`src/rtl/ifu_fetch.sv`:
```
// Instruction fetch unit: owns the fetch PC, issues credit-limited word reads and
// buffers responses with their PCs. Define IFU_BYPASS_EN for zero-latency empty-FIFO bypass.
module ifu_fetch #(
  parameter int              XLEN       = 64,
  parameter int              ILEN       = 32,
  parameter logic [XLEN-1:0] RESET_PC   = 64'h8000_0000,
  parameter int              FIFO_DEPTH = 2
) (
  input  logic            clk,
  input  logic            rst,
  input  logic            redirect_i,
  input  logic [XLEN-1:0] redirect_pc_i,
  output logic            req_valid_o,
  input  logic            req_ready_i,
  output logic [XLEN-1:0] req_addr_o,
  input  logic            resp_valid_i,
  input  logic [ILEN-1:0] resp_data_i,
  output logic            out_valid_o,
  input  logic            out_ready_i,
  output logic [ILEN-1:0] out_instr_o,
  output logic [XLEN-1:0] out_pc_o
);

  localparam int AW = $clog2(FIFO_DEPTH);
  localparam int CW = AW + 1;

  logic [XLEN-1:0] r_fetch_pc;
  logic [XLEN-1:0] r_resp_pc;
  logic [CW-1:0]   r_outstanding;
  logic [CW-1:0]   r_drop_cnt;
  logic [CW-1:0]   r_count;
  logic [AW-1:0]   r_wptr;
  logic [AW-1:0]   r_rptr;
  logic [XLEN-1:0] r_buf_pc    [FIFO_DEPTH];
  logic [ILEN-1:0] r_buf_instr [FIFO_DEPTH];

  logic [CW:0]     w_inflight;
  logic            w_credit;
  logic            w_fire;
  logic            w_resp_acc;
  logic            w_drop;
  logic            w_fifo_empty;
  logic            w_bypass;
  logic            w_bypass_take;
  logic            w_push;
  logic            w_pop;
  logic [CW-1:0]   w_out_next;
  logic [XLEN-1:0] w_target;
  logic            w_unused_ok;

  assign w_unused_ok  = ^redirect_pc_i[1:0];
  assign w_target     = {redirect_pc_i[XLEN-1:2], 2'b00};

  // Reserve a FIFO slot for every request in flight so responses never overflow
  assign w_inflight   = {1'b0, r_outstanding} + {1'b0, r_count};
  assign w_credit     = w_inflight < (CW+1)'(FIFO_DEPTH);
  assign req_valid_o  = !rst && !redirect_i && w_credit;
  assign req_addr_o   = r_fetch_pc;
  assign w_fire       = req_valid_o && req_ready_i;

  assign w_resp_acc   = resp_valid_i && (r_outstanding != '0);
  assign w_drop       = w_resp_acc && (r_drop_cnt != '0);
  assign w_out_next   = r_outstanding + CW'(w_fire) - CW'(w_resp_acc);
  assign w_fifo_empty = (r_count == '0);

`ifdef IFU_BYPASS_EN
  assign w_bypass     = !rst && w_fifo_empty && (r_drop_cnt == '0) && !redirect_i && w_resp_acc;
`else
  assign w_bypass     = 1'b0;
`endif
  assign w_bypass_take = w_bypass && out_ready_i;

  assign w_push       = !rst && !redirect_i && w_resp_acc && !w_drop && !w_bypass_take;
  assign w_pop        = !rst && !w_fifo_empty && out_ready_i;

  assign out_valid_o  = !rst && (!w_fifo_empty || w_bypass);
  assign out_instr_o  = w_bypass ? resp_data_i : r_buf_instr[r_rptr];
  assign out_pc_o     = w_bypass ? r_resp_pc   : r_buf_pc[r_rptr];

  always_ff @(posedge clk) begin
    if (rst) begin
      r_fetch_pc    <= RESET_PC;
      r_resp_pc     <= RESET_PC;
      r_outstanding <= '0;
      r_drop_cnt    <= '0;
      r_count       <= '0;
      r_wptr        <= '0;
      r_rptr        <= '0;
    end else if (redirect_i) begin
      // Everything still in flight after this edge belongs to the old path
      r_fetch_pc    <= w_target;
      r_resp_pc     <= w_target;
      r_outstanding <= w_out_next;
      r_drop_cnt    <= w_out_next;
      r_count       <= '0;
      r_wptr        <= '0;
      r_rptr        <= '0;
    end else begin
      if (w_fire) r_fetch_pc <= r_fetch_pc + XLEN'(4);
      r_outstanding <= w_out_next;
      if (w_drop) r_drop_cnt <= r_drop_cnt - CW'(1);
      if (w_resp_acc && !w_drop) r_resp_pc <= r_resp_pc + XLEN'(4);
      if (w_push) r_wptr <= r_wptr + AW'(1);
      if (w_pop) r_rptr <= r_rptr + AW'(1);
      r_count <= r_count + CW'(w_push) - CW'(w_pop);
    end
  end

  always_ff @(posedge clk) begin
    if (w_push) begin
      r_buf_pc[r_wptr]    <= r_resp_pc;
      r_buf_instr[r_wptr] <= resp_data_i;
    end
  end

endmodule
```
`config.mk`:
```
export PLATFORM = sky130hd
export DESIGN_NAME = ifu_fetch
export DESIGN_NICKNAME = d
export VERILOG_FILES = /design/src/rtl/ifu_fetch.sv
export SDC_FILE = /design/constraint.sdc
export NUM_CORES = 1
export LEC_CHECK = 0
export CAP_MARGIN = 20
export CELL_PAD_IN_SITES_DETAIL_PLACEMENT = 0
export CELL_PAD_IN_SITES_GLOBAL_PLACEMENT = 2
export CORE_MARGIN = 5
export CORE_UTILIZATION = 37
export CTS_CLUSTER_SIZE = 24
export DETAILED_ROUTE_END_ITERATION = 8
export HOLD_SLACK_MARGIN = 0.1
export PLACE_DENSITY_LB_ADDON = 0.1
export SLEW_MARGIN = 40
export SYNTH_ARGS = -nofsm -noshare
export SYNTH_HDL_FRONTEND = slang
export SYNTH_SLANG_ARGS = --single-unit
```
`constraint.sdc`:
```
create_clock -name clk -period 19.5 [get_ports clk]
set_input_delay 1.95 -clock clk [delete_from_list [all_inputs] [get_ports clk]]
set_output_delay 1.95 -clock clk [all_outputs]
set_load 0.02 [all_outputs]
```
## Word-level counts from Yosys, hierarchy flattened

Memories as Yosys holds them, arrays and structs flattened. A register that Yosys moved wholly into a read port is not among the register bits.
Index checks and enable logic that the tools add are counted.

| storage, ports and cells | value |
|---|---|
| memories | 2 |
| memory bits (writable) | 192 |
| register bits | 136 |
| memory bits (read-only) | 0 |
| input bits | 102 |
| logic and storage cells | 55 |
| latch bits | 0 |
| output and inout port bits | 162 |

| operators by class | value |
|---|---|
| div/mod/pow operators | 0 |
| mux-type cells | 12 |
| bitwise operators | 0 |
| shift operators | 0 |
| $lt $le $gt $ge | 1 |
| add/sub/neg operators | 10 |
| eq/ne operators | 0 |
| $mul | 0 |
| reductions and logical operators | 21 |

Memory list:

| name | depth | width | rd ports | clocked after memory_dff | wr ports | RTL line | text |
|---|---|---|---|---|---|---|---|
| r_buf_pc | 2 | 64 | 1 | 1 | 1 | 34 | `logic [XLEN-1:0] r_buf_pc [FIFO_DEPTH];` |
| r_buf_instr | 2 | 32 | 1 | 1 | 1 | 35 | `logic [ILEN-1:0] r_buf_instr [FIFO_DEPTH];` |

Operator list:

| operator | number |
|---|---|
| 64-bit two-way mux | 4 |
| 64-bit by 3-bit adder with 64-bit output (second input constant) | 2 |
| 1-bit logical AND | 10 |
| 2-bit nonzero test | 5 |
| 1-bit two-way mux | 6 |
| 2-bit by 1-bit adder with 2-bit output | 2 |
| 1-bit zero test | 4 |
| 2-bit two-way mux | 2 |
| 2-bit by 1-bit subtractor with 2-bit output | 2 |
| 2-bit by 2-bit adder with 3-bit output | 1 |
| 3-bit by 2-bit < comparator with 1-bit output (second input constant) | 1 |
| 1-bit adder (second input constant) | 2 |
| 2-bit zero test | 1 |
| 2-bit OR reduction | 1 |
| 2-bit by 1-bit subtractor with 2-bit output (second input constant) | 1 |

## Longest topological paths before layout

Gate-level depths: netlist of run 1.

| logic depth | value |
|---|---|
| depth after elaboration | 7 |
| mapped depth | 13 |
| gate-level depth less buffers | 13 |

## Least setup slack after synthesis of run 1

Ideal clock, no wire load.

| path | value |
|---|---|
| kind | input to register |
| from | input rst |
| to | memory r_buf_instr[0][0], enable pin |
| path buffers | 2 |
| stages | 6 |
| data required time | 18,952 ps |
| arrival time | 6,930 ps |
| path slack | 12,023 ps |
| setup time | 548 ps |
| path through | clkbuf_1 > or2_2 > buf_2 > nor2_2 > inv_1 > nor2_1 |

| on the way | value |
|---|---|
| cells in the longest elaborated chain, start to end | 6 |

Ends and longest elaborated chain:

| what | RTL line | text |
|---|---|---|
| start, declared | 10 | `input logic rst,` |
| 1-bit zero test | 73 | `assign w_push = !rst && !redirect_i && w_resp_acc && !w_drop && !w_bypass_take;` |
| 1-bit logical AND (3 in series) | 73 |  |
| 1-bit two-way mux | 110 | `if (w_push) begin` |
| 1-bit two-way mux (implied by the code) | 112 | `r_buf_instr[r_wptr] <= resp_data_i;` |
| end, declared | 35 |  |

No other way between the ends.

## Final worst setup path of run 1

| path | value |
|---|---|
| from | input redirect_i |
| to | output req_valid_o |

| on the way | value |
|---|---|
| cells in the longest elaborated chain, start to end | 3 |

Ends and longest elaborated chain:

| what | RTL line | text |
|---|---|---|
| start, declared | 11 | `input logic redirect_i,` |
| 1-bit zero test | 57 | `assign req_valid_o = !rst && !redirect_i && w_credit;` |
| 1-bit logical AND (2 in series) | 57 |  |
| end, declared | 13 | `output logic req_valid_o,` |

No other way between the ends.

==> reports/results.ini, run 1 <==
[yosys]
synth_compound_area_frac = 0.117
syn-mean-instance-area_sq_um = 11.3
synth-adder-area-share = 0.00732
synth_xor_area_frac = 0.0358
synthSimpleGateAreaFrac = 0.167
yosysTopAreaCell = edfxtp_1
synth_area_sq_um = 14700
synthTopCellsByArea = edfxtp_1 38%, dfxtp_1 18%, mux2_2 7.3%
synth-main-ff-cell = edfxtp_1
ys_seq_area_frac = 0.565
async_flop_share = 0
ys_types = 64
yosysWarnings = 0
synth_seq_cells = 321
synth_top_cell_area_share = 0.384
synth_top_family_by_area = simple AND/OR/NAND/NOR gates
syn_inst = 1300
muxShareOfSynthArea = 0.0742
synth_edf_count = 188

[clock_tree]
cts_resized = 0
hold_buffers = 0
path_clk_slew_ns = 0.06
clock_latency_ns = 0.53
postCtsSetupBuffers = 0
cts_buffer_depth = 3
numCtsBuffers = 37
clkSinkCount = 321
htree_levels = 2
cts_root_buffer = clkbuf_16
cts_tree = built

[timing]
slew_viol_final = 0
worst_pin_slew_ns = 0.828
finalSetupTns_ns = 0
min_period_ns = 5.62
period_share = 0.288
skew_ns = 0.0120
setup_viol = 0
relSlewSlack = 0.446
hold_violations = 0
rsz0062_at_grt = no
fmax_ghz = 0.178

[power_and_ir_drop]
vdd_drop_max_v = 0.0000451
p_leak_nw = 6.16
power_density_nw_per_um2 = 85.6

[route]
drt-total-wl_mm = 45.8
wl_per_cell_um = 21.9
via_per_inst = 5.46
drc = 0
vias = 11400
drt_pass1_iterations = 5
drtAntennaViolNets = 0
drt_iter0_drc = 686

[critical_path]
path_class = primary input to output port
crit_fanout = 35
max_stage_delay_ns = 0.68
r2r-end = req_addr_o[55]$_SDFFE_PP0P_
r2r_setup_slack_ns = 15.66
cp-end-kind = output port
crit_path_top_delay_cell = clkdlybuf4s50_1
cp.required_ns = 17.55
worstPathArrival_ns = 3.67
start_kind = primary input
path_cells = buf_4 -> or2_2 -> nor3_1 -> clkdlybuf4s50_1
startpoint = redirect_i
r2r-start = r_outstanding[0]$_SDFF_PP0_
reg2reg_depth = 8

[finish]
n_antenna_cell = 0
final_cell_mix = 255 x clkdlybuf4s50_1, 188 x edfxtp_1, 132 x dfxtp_1
num-fill-cells = 3608
layout_commonest_cell = clkdlybuf4s50_1
fin_nets = 1653
final_cell_area_sq_um = 18900
syn_to_final_growth_pct = 28.7
layout.cells.non_filler = 2096
drive_gt1_frac = 0.109

[hold_path]
holdCritPathClass = flop to flop
holdPathStages = 0
worst_hold_startpoint = r_resp_pc[24]$_SDFFE_PP0P_
min_to = r_buf_pc[0][24]$_DFFE_PP_

[floorplan]
fp.dieArea_sq_um = 43800
io_pins = 264
initial_core_util = 0.372
dieWidth_um = 209
fp-row-count = 73
core_region_area_sq_um = 39500
die_y_um = 209

[grt]
gr-usage-all-layers = 0.202
grt_pass1_vias = 11100
grt_pass1_wl_mm = 69.2
antenna_found_initial = 2
grt_max_degree = 86
grt_overflow = 0

[placed_design]
postPlaceCellArea_sq_um = 17800
dp.final_hpwl_mm = 32.4
gp_congestion = 0.822
dp_cells = 2029
port_buffers = 257

[run]
maxCapViolations = 0

[status]
status = finished, final reports clean

[worst max-delay path by stage]
stage,to,slack [ns],cells after the start
final,req_valid_o,13.88,4
after global routing,req_valid_o,13.83,4
after CTS,req_valid_o,13.89,4
after detailed placement,req_valid_o,13.91,4
after global placement,req_valid_o,13.84,4
after floorplan,r_buf_instr[0][0]$_DFFE_PP_,12.02,6
[cell type report]
type	instances	area [sq um]	share of cell area
clock buffer	58	1050	0.0553
clock inverter	9	90.1	0.00476
inverter	57	216	0.0114
multi-input combinational	860	5950	0.315
sequential	321	8310	0.439
tap	525	657	0.0347
timing repair buffer	266	2640	0.140
[through the flow]
step	power, mW	utilization	worst slack [ns]	hold slack, ns
after detailed placement	0.981	0.449	13.91	0.497
after floorplan	0.887	-	12.02	0.424
after global placement	0.978	0.449	13.84	0.483
final	1.62	0.478	13.88	0.515
after global routing	1.69	0.478	13.83	0.527
after CTS	1.64	0.478	13.89	0.510
[logic make-up after synthesis]
kind of cell             Yosys count
AND/OR/NAND/NOR                  447
adder cells (fa/ha/maj)            8
buffers and inverters            122
multiplexers                      97
flip-flops                       321
AO/OA/AOI/OAI                    244
XOR/XNOR                          60
other                              1
[layer usage]
layer,vias up,wire length (um),GRT usage
met5,-,0,0
met4,0,859,0.0430
met3,55,2980,0.0390
met2,399,19700,0.299
met1,5551,22300,0.308
li1,5438,-,-
[registers in the layout (all words and copies together), names as in the netlist, named ones only]
name and flops:
r_resp_pc 62, r_buf_instr 64, r_wptr 1, r_count 2
r_drop_cnt 2, r_outstanding 2, req_addr_o 62, r_rptr 1
r_buf_pc 124
[worst max-delay path: cells and delay by family]
family,cells,cell delay (ns)
buffers and inverters,2,0.93
AND/OR/NAND/NOR,2,0.79
[cell usage after synthesis (7+ instances only)]
master    count
dfxtp_1     133
a21boi_0     40
o311a_1       7
nor2_1       60
or3_1        19
nand4_1      53
nand3_1      55
clkbuf_1     49
xor2_1       26
nor3_1       41
and2_1       13
a21oi_1      52
ha_1          7
o21a_1        7
buf_1         7
a211oi_1     15
a311oi_1      9
or4_1        13
o31a_1       31
and4_1       19
inv_1        56
a31oi_1      18
o21ai_0      22
mux2_2       95
nand2_1      83
edfxtp_1    188
o21bai_1     11
and3_1       19
nor4_1       35
xnor2_1      34
[power by group]
group          switching, mW  internal [mW]
Clock                  0.270          0.384
Combinational         0.0949         0.0829
Sequential            0.0387          0.750
Total                  0.403           1.22
No activity file was read; power rests on OpenSTA's default activity.
==> run 2: changes to the inputs <==
--- a/config.mk
+++ b/config.mk
@@ -9,7 +9,7 @@
 export CELL_PAD_IN_SITES_DETAIL_PLACEMENT = 0
 export CELL_PAD_IN_SITES_GLOBAL_PLACEMENT = 2
 export CORE_MARGIN = 5
-export CORE_UTILIZATION = 37
+export CORE_UTILIZATION = 34
 export CTS_CLUSTER_SIZE = 24
 export DETAILED_ROUTE_END_ITERATION = 8
 export HOLD_SLACK_MARGIN = 0.1
==> constraint.sdc (replaced) <==
create_clock -name clk -period 5.4 [get_ports clk]
set_input_delay 0.54 -clock clk [delete_from_list [all_inputs] [get_ports clk]]
set_output_delay 0.54 -clock clk [all_outputs]
set_load 0.02 [all_outputs]
==> run 2 against run 1 <==
Clock skew increased by 0.00098 ns. First-iteration DRC count increased by 0.73%. Clock power increased to 4.1 times the previous value. Sequential share of layout area decreased by 0.66 points. Worst hold slack got worse by 0.0077 ns. Die area increased by 8.4%. Largest cell class unchanged. Routed wire length increased by 3.3%. Non-clock buffer count increased by 6. Sequential cell count unchanged.
==> reports/results.ini, run 2 (synthesis gave the netlist of run 1 again) <==
[critical_path]
crit_path_top_delay_cell = nor4_1  ; was clkdlybuf4s50_1
startpoint = r_outstanding[0]$_SDFF_PP0_  ; was redirect_i
worst-path-stages = 8  ; was 4
r2r-start = r_outstanding[0]$_SDFF_PP0_  ; unchanged
crit_fanout = 12  ; was 35
path_delay_family = simple AND/OR/NAND/NOR gates  ; was buffers and inverters
start_kind = flop  ; was primary input
cp_num_buf_inv = 1  ; was 2
worstPathArrival_ns = 4.28  ; was 3.67 ns
cp.required_ns = 5.83  ; was 17.55 ns
cp-end-kind = flop  ; was output port
path_class = flop to flop  ; was primary input to output port
max_stage_delay_ns = 0.76  ; was 0.68 ns
reg2reg_depth = 8  ; unchanged
r2r_setup_slack_ns = 1.55  ; was 15.66 ns
path_cells = and2_1 -> fa_1 -> or3b_1 -> nor2_2 -> clkinv_1 -> nor4_1 -> a21oi_1 -> or3_1  ; was buf_4 -> or2_2 -> nor3_1 -> clkdlybuf4s50_1

[placed_design]
dp.final_hpwl_mm = 34.1  ; was 32.4 mm
postPlaceCellArea_sq_um = 17900  ; was 17800 sq um
port_buffers = 257  ; unchanged
gp_congestion = 0.812  ; was 0.822

[floorplan]
fp-row-count = 76  ; was 73
dieWidth_um = 218  ; was 209 um
core_region_area_sq_um = 42900  ; was 39500 sq um
initial_core_util = 0.343  ; was 0.372
fp.dieArea_sq_um = 47500  ; was 43800 sq um
die_y_um = 218  ; was 209 um
io_pins = 264  ; unchanged

[route]
wl_per_cell_um = 21.8  ; was 21.9 um
drt_pass1_iterations = 6  ; was 5
drt_iter0_drc = 691  ; was 686
vias = 11400  ; about the same
via_per_inst = 5.25  ; was 5.46
drc = 0  ; unchanged
drt-total-wl_mm = 47.3  ; was 45.8 mm
drtAntennaViolNets = 0  ; unchanged

[finish]
syn_to_final_growth_pct = 30.7  ; was 28.7%
drive_gt1_frac = 0.122  ; was 0.109
final_cell_area_sq_um = 19200  ; was 18900 sq um
fin_nets = 1661  ; was 1653
top_register = r_buf_pc  ; unchanged
top_regs = r_buf_pc (124), r_buf_instr (64)  ; unchanged
final_cell_mix = 255 x clkdlybuf4s50_1, 188 x edfxtp_1, 132 x dfxtp_1  ; unchanged
largest_reg_flops = 124  ; unchanged
layout_commonest_cell = clkdlybuf4s50_1  ; unchanged

[clock_tree]
clock_latency_ns = 0.55  ; was 0.53 ns
clkSinkCount = 321  ; unchanged
cts_root_buffer = clkbuf_16  ; unchanged
path_clk_slew_ns = 0.06  ; about the same
cts_buffer_depth = 3  ; unchanged
hold_buffers = 0  ; unchanged
numCtsBuffers = 39  ; was 37
cts_tree = built  ; unchanged
cts_resized = 0  ; unchanged
htree_levels = 2  ; unchanged
postCtsSetupBuffers = 0  ; unchanged

[power_and_ir_drop]
p_leak_nw = 6.29  ; was 6.16 nW
vdd_drop_max_v = 0.000196  ; was 0.0000451 V
power_density_nw_per_um2 = 320  ; was 85.6 nW/um^2
p_total_mw = 6.14  ; was 1.62 mW

[run]
maxCapViolations = 0  ; unchanged

[grt]
grt_pass1_vias = 11400  ; was 11100
antenna_found_initial = 2  ; unchanged
gr-usage-all-layers = 0.196  ; was 0.202
grt_max_degree = 73  ; was 86
grt_pass1_wl_mm = 71.9  ; was 69.2 mm
grt_overflow = 0  ; unchanged

[timing]
skew_ns = 0.0129  ; was 0.0120 ns
fmax_ghz = 0.260
finalSetupTns_ns = 0  ; unchanged
period_share = 0.713
hold_violations = 0  ; unchanged
relSlewSlack = 0.458  ; was 0.446
slew_viol_final = 0  ; unchanged
min_period_ns = 3.85
rsz0062_at_grt = no  ; unchanged
setup_viol = 0  ; unchanged
worst_pin_slew_ns = 0.813  ; was 0.828 ns

[hold_path]
holdCritPathClass = primary input to flop  ; was flop to flop
worst_hold_startpoint = redirect_i  ; was r_resp_pc[24]$_SDFFE_PP0P_
holdPathStages = 3  ; was 0

[status]
status = finished, final reports clean  ; unchanged

run 2: routing by layer:
layer / routed length (um) / track usage / vias up
met1: 23300 / 0.291 / 5571
met5: 0 / 0 / -
met4: 702 / 0.0406 / 0
met3: 2740 / 0.0458 / 50
li1: - / - / 5455
met2: 20600 / 0.292 / 309
run 2: worst paths after layout:
kind,endpoint
setup / recovery,req_addr_o[55]$_SDFFE_PP0P_
hold / removal,req_addr_o[4]$_SDFFE_PP0P_
hold reg to reg,r_buf_pc[0][24]$_DFFE_PP_
setup reg to reg,req_addr_o[55]$_SDFFE_PP0P_
run 2: metrics by stage:
stage / worst slack [ns] / instances / hold slack [ns] / util
finish: 1.55 / 2167 / 0.507 / 0.448
global route: 1.30 / 2166 / 0.531 / 0.448
CTS: 1.54 / 2166 / 0.461 / 0.448
detailed placement: 1.56 / 2095 / 0.501 / 0.417
global placement: 1.62 / 2094 / 0.481 / 0.417
floorplan: 0.916 / 1303 / 0.424 / -
run 2: final cells by class:
| cell class | instances | area, sq um |
|---|---|---|
| fillers | 4083 | 23700 |
| multi-input cells | 860 | 5950 |
| clock buffers | 52 | 1090 |
| flip-flops and latches | 321 | 8310 |
| inverters | 57 | 214 |
| diodes | 1 | 2.50 |
| repair buffers | 272 | 2700 |
| clock inverters | 19 | 208 |
| well taps | 585 | 732 |
run 2: report_power, final:
group | switching, mW | internal [mW] | total, mW
clock network | 1.04 | 1.61 | 2.65
registers | 0.141 | 2.71 | 2.85
logic | 0.346 | 0.305 | 0.651
total | 1.53 | 4.62 | 6.14
run 2: tightest hold or removal path: cells and delay by family:
family                 cells  cell delay, ns
AND/OR/NAND/NOR            2            0.20
buffers and inverters      1            0.26
